[src/rtl/uart_rx_fifo.sv]
// uart_rx_fifo: oversampling UART receiver feeding a first-word fall-through receive FIFO.
//   Optional line-break detector enabled by defining UART_RX_BREAK_EN.
//   clk, rst (async, active-high)  system clock and reset
//   rxd                            serial input, idle high, asynchronous
//   d_rx, vld_rx, rdy_rx           FIFO head character / non-empty / consumer ready (pop on vld_rx && rdy_rx)
//   count                          FIFO occupancy
//   err_frame, err_parity          one-cycle error pulses
//   overrun, clr_err               sticky dropped-character flag and its clear
//   brk                            line-break indication (0 unless UART_RX_BREAK_EN)
module uart_rx_fifo #(
    parameter int CLK_HZ     = 100000000,
    parameter int BAUD       = 9600,
    parameter int OVS        = 16,
    parameter int DATA_BITS  = 8,
    parameter int PARITY     = 0,
    parameter int FIFO_DEPTH = 16
) (
    input  logic                          clk,
    input  logic                          rst,
    input  logic                          rxd,
    output logic [DATA_BITS-1:0]          d_rx,
    output logic                          vld_rx,
    input  logic                          rdy_rx,
    output logic [$clog2(FIFO_DEPTH):0]   count,
    output logic                          err_frame,
    output logic                          err_parity,
    output logic                          overrun,
    input  logic                          clr_err,
    output logic                          brk
);
    localparam int DIV_R = (CLK_HZ + BAUD * OVS / 2) / (BAUD * OVS);
    localparam int DIV   = DIV_R < 1 ? 1 : DIV_R;
    localparam int DW    = DIV > 1 ? $clog2(DIV) : 1;
    localparam int PW    = $clog2(OVS);
    localparam int IW    = $clog2(DATA_BITS);
    localparam int AW    = $clog2(FIFO_DEPTH);
    localparam int CW    = AW + 1;

    typedef enum logic [2:0] {IDLE, START, DATA, PAR, STOP, WAIT_HI} state_t;

    state_t               state_q, state_d;
    logic                 s1_q, s2_q, rx;
    logic [DW-1:0]        div_q, div_d;
    logic [PW-1:0]        ph_q, ph_d;
    logic [IW-1:0]        bi_q, bi_d;
    logic [DATA_BITS-1:0] sh_q, sh_d;
    logic                 pok_q, pok_d, push_q, push_d, ef_q, ef_d, ep_q, ep_d;
    logic                 tick, samp;
    logic [DATA_BITS-1:0] mem_q [FIFO_DEPTH];
    logic [AW-1:0]        wp_q, wp_d, rp_q, rp_d;
    logic [CW-1:0]        cnt_q, cnt_d;
    logic [DATA_BITS-1:0] d_rx_q, d_rx_d;
    logic                 ovr_q, ovr_d, full, pop, wr;

    assign rx = s2_q;

    always_comb begin
        tick    = div_q == DW'(DIV - 1);
        samp    = tick && ph_q == PW'(OVS - 1);
        div_d   = tick ? '0 : div_q + 1'b1;
        state_d = state_q;
        ph_d    = tick ? (samp ? '0 : ph_q + 1'b1) : ph_q;
        bi_d    = bi_q;
        sh_d    = sh_q;
        pok_d   = pok_q;
        push_d  = 1'b0;
        ef_d    = 1'b0;
        ep_d    = 1'b0;
        case (state_q)
            IDLE: if (!rx) begin
                state_d = START;
                ph_d    = '0;
            end
            // Mid-bit of the start bit re-aligns the phase so later samples land mid-bit.
            START: if (tick && ph_q == PW'(OVS / 2 - 1)) begin
                ph_d    = '0;
                bi_d    = '0;
                pok_d   = 1'b1;
                state_d = rx ? IDLE : DATA;
            end
            DATA: if (samp) begin
                sh_d = {rx, sh_q[DATA_BITS-1:1]};
                bi_d = bi_q + 1'b1;
                if (bi_q == IW'(DATA_BITS - 1)) state_d = PARITY != 0 ? PAR : STOP;
            end
            PAR: if (samp) begin
                pok_d   = rx == ((^sh_q) ^ (PARITY == 1));
                state_d = STOP;
            end
            STOP: if (samp) begin
                push_d  = rx && pok_q;
                ep_d    = rx && !pok_q;
                ef_d    = !rx;
                state_d = rx ? IDLE : WAIT_HI;
            end
            WAIT_HI: if (rx) state_d = IDLE;
            default: state_d = IDLE;
        endcase
    end

    always_comb begin
        full  = cnt_q == CW'(FIFO_DEPTH);
        pop   = vld_rx && rdy_rx;
        wr    = push_q && (!full || pop);
        wp_d  = wp_q + AW'(wr);
        rp_d  = rp_q + AW'(pop);
        cnt_d = cnt_q + CW'(wr) - CW'(pop);
        ovr_d = (push_q && full && !pop) ? 1'b1 : (clr_err ? 1'b0 : ovr_q);
        // A write into the slot that becomes the head must bypass the memory read.
        d_rx_d = cnt_d == '0 ? d_rx_q : ((wr && wp_q == rp_d) ? sh_q : mem_q[rp_d]);
    end

    always_ff @(posedge clk or posedge rst) begin
        if (rst) begin
            s1_q    <= 1'b1;
            s2_q    <= 1'b1;
            state_q <= IDLE;
            div_q   <= '0;
            ph_q    <= '0;
            bi_q    <= '0;
            sh_q    <= '0;
            pok_q   <= 1'b1;
            push_q  <= 1'b0;
            ef_q    <= 1'b0;
            ep_q    <= 1'b0;
            wp_q    <= '0;
            rp_q    <= '0;
            cnt_q   <= '0;
            d_rx_q  <= '0;
            ovr_q   <= 1'b0;
        end else begin
            s1_q    <= rxd;
            s2_q    <= s1_q;
            state_q <= state_d;
            div_q   <= div_d;
            ph_q    <= ph_d;
            bi_q    <= bi_d;
            sh_q    <= sh_d;
            pok_q   <= pok_d;
            push_q  <= push_d;
            ef_q    <= ef_d;
            ep_q    <= ep_d;
            wp_q    <= wp_d;
            rp_q    <= rp_d;
            cnt_q   <= cnt_d;
            d_rx_q  <= d_rx_d;
            ovr_q   <= ovr_d;
        end
    end

    always_ff @(posedge clk) begin
        if (wr) mem_q[wp_q] <= sh_q;
    end

    assign d_rx       = d_rx_q;
    assign vld_rx     = cnt_q != '0;
    assign count      = cnt_q;
    assign err_frame  = ef_q;
    assign err_parity = ep_q;
    assign overrun    = ovr_q;

`ifdef UART_RX_BREAK_EN
    // Break length measured in oversampling ticks of continuous low line.
    localparam int BL = (DATA_BITS + 2 + (PARITY != 0 ? 1 : 0)) * OVS;
    localparam int BW = $clog2(BL + 1);

    logic [BW-1:0] bc_q, bc_d;
    logic          brk_q, brk_d;

    always_comb begin
        bc_d  = rx ? '0 : ((tick && bc_q != BW'(BL)) ? bc_q + 1'b1 : bc_q);
        brk_d = !rx && bc_q == BW'(BL);
    end

    always_ff @(posedge clk or posedge rst) begin
        if (rst) begin
            bc_q  <= '0;
            brk_q <= 1'b0;
        end else begin
            bc_q  <= bc_d;
            brk_q <= brk_d;
        end
    end

    assign brk = brk_q;
`else
    assign brk = 1'b0;
`endif
endmodule

[config.mk]
export PLATFORM = sky130hd
export DESIGN_NAME = uart_rx_fifo
export DESIGN_NICKNAME = d
export VERILOG_FILES = /design/src/rtl/uart_rx_fifo.sv
export SDC_FILE = /design/constraint.sdc
export NUM_CORES = 1
export LEC_CHECK = 0
export BUFFER_PORTS_ARGS = -buffer_cell sky130_fd_sc_hd__buf_4
export CAP_MARGIN = 40
export CORE_MARGIN = 4
export CORE_UTILIZATION = 45
export CTS_CLUSTER_DIAMETER = 50
export DETAILED_ROUTE_END_ITERATION = 7
export PLACE_DENSITY = 0.61
export SLEW_MARGIN = 20
export SYNTH_ARGS = -nofsm -noshare
export SYNTH_HDL_FRONTEND = slang
export SYNTH_SLANG_ARGS = --single-unit
[constraint.sdc]
create_clock -name clk -period 3.9 [get_ports clk]
set_input_delay 0.39 -clock clk [delete_from_list [all_inputs] [get_ports clk]]
set_output_delay 0.39 -clock clk [all_outputs]
set_load 0.05 [all_outputs]
Word-level counts from Yosys, hierarchy flattened
Memories as Yosys holds them, arrays and structs flattened. A register that Yosys moved wholly into a read port is not among the register bits.
Index checks and enable logic that the tools add are counted.
W data, S select, Z words.
{ "word_totals": {"latchBits": 0, "output_inout_bits": 18, "ram_bits": 128, "memories": 1, "inputBits": 5, "elab_cells": 98, "ff_bits": 48, "rom_bits": 0} }
{ "memory_table": {"columns": ["memory", "depth", "width", "read_ports", "rd_clocked_by_memory_dff", "wr", "line_no", "source"], "rows": [
  ["mem_q", 16, 8, 1, 1, 1, "49", "logic [DATA_BITS-1:0] mem_q [FIFO_DEPTH];"]
]} }
{ "classes": {"n_mul": 0, "eq_ne": 18, "mux": 32, "add_sub_neg": 7, "bitwise_logic": 0, "div_mod_pow": 0, "reduce_logical": 25, "magnitude_cmp": 0, "n_shift": 0} }
{ "ops": {"columns": ["op", "n"], "rows": [
  ["$mux W3", 10],
  ["$pmux W3 S6", 1],
  ["$mux W4", 4],
  ["$ne A2 B2 Y1 const B", 7],
  ["$mux W1", 12],
  ["$add A10 B1 Y10 const B", 1],
  ["$eq A10 B10 Y1 const B", 1],
  ["$mux W10", 1],
  ["$eq A3 B3 Y1 const B", 3],
  ["$add A4 B1 Y4", 2],
  ["$logic_and A1 B1 Y1", 8],
  ["$pmux W4 S2", 1],
  ["$reduce_xor A8 Y1", 1],
  ["$reduce_and A7 Y1", 1],
  ["$eq A3 B2 Y1 const B", 2],
  ["$pmux W3 S2", 1],
  ["$reduce_and A3 Y1", 2],
  ["$reduce_bool A2 Y1", 3],
  ["$add A5 B1 Y5", 1],
  ["$eq A5 B5 Y1 const B", 1],
  ["$logic_not A1 Y1", 5],
  ["$logic_not A5 Y1", 1],
  ["$reduce_bool A5 Y1", 1],
  ["$sub A5 B1 Y5", 1],
  ["11 further kinds", 11]
]} }

Longest topological paths before layout
{ "depth": {"depth_word": 8, "depth_mapped": 17, "ltp_nobuf": 16} }

Least setup slack after synthesis
No wires, ideal clock.
{ "synth_path": {"path_type": "flip-flop to flip-flop", "from": "register cnt_q[2] (netlist: count[2])", "to": "register d_rx_q[0] (netlist: d_rx[0]) (read register of mem_q)", "stages_incl_launch_ff": 18, "arrival_ns": 3.270, "slack_ns": 0.505, "setup_ns": 0.125, "path_buffers": 1, "synth_period_minus_slack_ns": 3.395, "required_time_ns": 3.775, "cell_sequence": "dfrtp_1 > inv_1 > ha_1 > nand2_1 > o21ai_0 > inv_1 > nand2_1 > o21ai_0 > ha_1 > inv_1 > fa_1 > inv_1 > a21oi_1 > o21bai_1 > xnor2_1 > or4_1 > buf_1 > mux2_2"} }
{ "synth_via": {"elab_chain_len": 8, "elab_cells_between_ends": 11, "classes_between": "3 x add/sub; 1 x eq/ne; 7 x reduce/logical"} }
{ "synth_lines": {"columns": ["element", "line_no", "source"], "rows": [
  ["start: declaration", "51", "logic [CW-1:0] cnt_q, cnt_d;"],
  ["start signal: assignment", "145", "cnt_q <= cnt_d;"],
  ["$eq A5 B5 Y1 / $reduce_bool A5 Y1 (equally long branches)", "102, 156", null],
  ["$logic_not A1 Y1 / $logic_and A1 B1 Y1 (equally long branches)", "104, 103", null],
  ["$logic_or A1 B1 Y1", "104", "wr = push_q && (!full || pop);"],
  ["$logic_and A1 B1 Y1", "104", null],
  ["$add A5 B1 Y5", "107", "cnt_d = cnt_q + CW'(wr) - CW'(pop);"],
  ["$sub A5 B1 Y5 (*)", "107", null],
  ["net cnt_d[4]", "51", null],
  ["$logic_not A5 Y1 (*)", "110", "d_rx_d = cnt_d == '0 ? d_rx_q : ((wr && wp_q == rp_d) ? sh_q : mem_q[rp_d]);"],
  ["$logic_not A1 Y1 (no line) (*)", null, null],
  ["end: declaration", "52", "logic [DATA_BITS-1:0] d_rx_q, d_rx_d;"]
]} }
The timed path passes the listed nets; every way through them passes the cells marked *.
A chain may end at the register's enable or synchronous reset.

Worst setup path in the final report
Ends and elaborated chain as after synthesis.

==> metrics <==
status=finished, final reports clean; Main synth FF type=edfxtp_1; Fin. Hold Viols=0; area occupied by multi-input gates=2379 sq um; largest net degree at the start of global routing=35; Area contributors post-synth=edfxtp_1 (50%), dfrtp_1 (17%), mux4_2 (9.3%), mux2i_1 (3.4%), mux2_2 (3.2%); Setup Crit Path Kind=register to register; CORE AREA=16760 sq um; cell area after synthesis=7765 sq um; R2R cell count=15; yosys synthesis warning count=0; r2r startpoint=count[2]$_DFF_PP0_; number of synthesized flops with an enable pin=128; die area=19420 sq um; Sequential Area=5249 sq um; area leader, netlist=edfxtp_1; critical path fanouts, max=8; Clock Skew=0.008740 ns; hold crit path type=input port to asynchronous set/reset pin; #FFs+latches synth=184; top cell type's share of synthesized area=49.50%; first-pass GRT wire length=23.88 mm; Worst-path clk slew=0.07 ns; Num CTS Buffers=17; CP endpoint kind=register; vias in the first global route=4161; worst vdd ir=389.8 uV; Worst Tran Pin Value=0.7510 ns; routed vias=3999; endpoints failing setup=0; fillers=1342; most common cell after layout, fill and taps aside=edfxtp_1; # hold bufs at CTS=0; post-CTS resize count=0; FMAX=290.4 MHz; worst setup path endpoint=d_rx[0]$_DFFE_PP0P_; H-tree levels=4; Slew Limit Headroom=49.93%; total congestion overflow=0; most frequent cells in the layout=edfxtp_1 (128), dfrtp_1 (53), buf_4 (43); Worst Setup SP=count[2]$_DFF_PP0_; clk sinks=184; DR iter-0 viols=348; unrepaired setup endpoints after global routing=false; post-synthesis sequential area ratio=67.60%; post-detailed-route wirelength per cell=20.48 microns; Cells after Synth=456; Setup Total Neg Slack=0 ns; setup bufs post-CTS=0; initial antenna violation count=0; crit path DAT=3.75 ns; Initial DRT Pass Iterations=5; time the worst path needs with I/O delays and setup=3.444 ns; initial core utilization=46.33%; syn_nets=476; share of layout cells above drive strength 1=28.21%; Synth cell types=51; ANT nets after route=0; RR Endpoint=d_rx[0]$_DFFE_PP0P_; Nets=521; FFs w/ async S/R, synth=30.43%; die height=139.4 microns; Pwr per Cell Area=565.3 nW/um^2; area grow syn2layout=14.53%; syn_area_per_cell=17.03 sq um; leakage=3.754 nW; final WL=15.03 mm; All-Layer GR Usage=16.22%; fin crit share=88.31%; FF-to-FF setup slack=0.46 ns; die width=139.4 microns; PortBufs=21; type of origin of the critical path=register; CP required=4.21 ns; Max Cap Viol=0; clock buffer depth=2; clk root buf=clkbuf_16; Ports=23; GPL Wtd Cong=0.8343; CTS tree=done; Clock Latency Late Sink=0.42 ns; number of vias per cell=5.448; num rows=47; DRC violations left=0; Min Hold Slack=0.009441 ns; Diodes inserted=0; Detail Placement HPWL=9.986 mm; Final Max Tran Viols=0
[final cells by class]
type	count	area share (%)
Inverter	16	0.6753
Tap cell	220	3.095
Sequential cell	184	59.02
Timing Repair Buffer	45	4.080
Multi-Input combinational cell	237	26.74
Clock buffer	18	4.826
Clock inverter	14	1.562
[state kept, by name (all words and copies together), names as in the netlist, 3 cells and up]
register,count
mem_q,128
div_q,10
d_rx,8
sh_q,8
count,5
ph_q,4
rp_q,4
wp_q,4
bi_q,3
state_q,3
[critical path, stage by stage, from the launching register on]
cell and delay [ns]:
dfrtp_1 0.40, inv_1 0.09, ha_1 0.17, nand2_1 0.06, o21ai_0 0.15, inv_1 0.09, o21ai_0 0.21, ha_1 0.21
inv_1 0.06, fa_1 0.40, inv_1 0.07, a21oi_1 0.05, o21bai_1 0.15, xnor2_1 0.09, or4_1 0.75, mux2_2 0.36
[synth_stat cells, drive strengths merged (2+ instances only)]
cell,instances
a21oi,6
o21ai,7
mux2i,26
or3,4
nand2,11
mux4,32
mux2,24
clkbuf,13
a22o,2
nand4,4
xor2,14
edfxtp,128
nand4b,2
buf,6
nand3,13
ha,14
inv,16
nor2,29
nand2b,5
dfstp,3
or2,2
o22ai,3
nor3,8
dfrtp,53
xnor2,14
[per-stage QoR]
stage	total power, mW	setup WS (ns)	instance area (sq um)	cells	utilization, %
CTS	5.089	0.4789	8879	732	52.98
floorplan	3.088	0.5053	7765	456	-
global placement	3.439	0.6060	8235	690	49.14
finish	5.028	0.4561	8894	734	53.06
global route	5.256	0.2224	8894	734	53.06
detailed placement	3.443	0.5123	8310	700	49.59
[worst min path at each step]
| stage | cells after the start | end | from |
|---|---|---|---|
| finish | 2 | div_q[5]$_DFF_PP0_ | rst |
| CTS | 2 | div_q[5]$_DFF_PP0_ | rst |
| global placement | 0 | rx$_DFF_PP1_ | s1_q$_DFF_PP1_ |
| global route | 2 | div_q[5]$_DFF_PP0_ | rst |
| floorplan | 0 | rx$_DFF_PP1_ | s1_q$_DFF_PP1_ |
| detailed placement | 0 | rx$_DFF_PP1_ | s1_q$_DFF_PP1_ |
[report_power, final]
group / total [mW] / internal (mW) / switching (mW)
registers: 2.18 / 2.13 / 0.0497
clock network: 1.65 / 0.896 / 0.753
logic: 1.20 / 0.513 / 0.691
[per-layer routing]
layer | wire (microns) | global-route usage [%]
met1 | 6919 | 23.20
met2 | 7315 | 25.22
met3 | 574 | 2.779
met5 | 0 | 0
met4 | 225 | 6.076
[cell families (layout without fill, tap and decap cells)]
group | after synthesis | in the layout | share of synthesized area, %
AOI/OAI and AO/OA | 23 | 23 | 1.901
DFF | 184 | 184 | 67.60
adders and majority gates | 15 | 15 | 2.514
other | 1 | 1 | 0.04829
and+or+nand+nor | 87 | 87 | 6.236
buffers and inverters | 35 | 93 | 1.805
xor gates and xnor gates | 29 | 29 | 3.787
muxes | 82 | 82 | 16.11
Power figures use the tool's default switching activity.
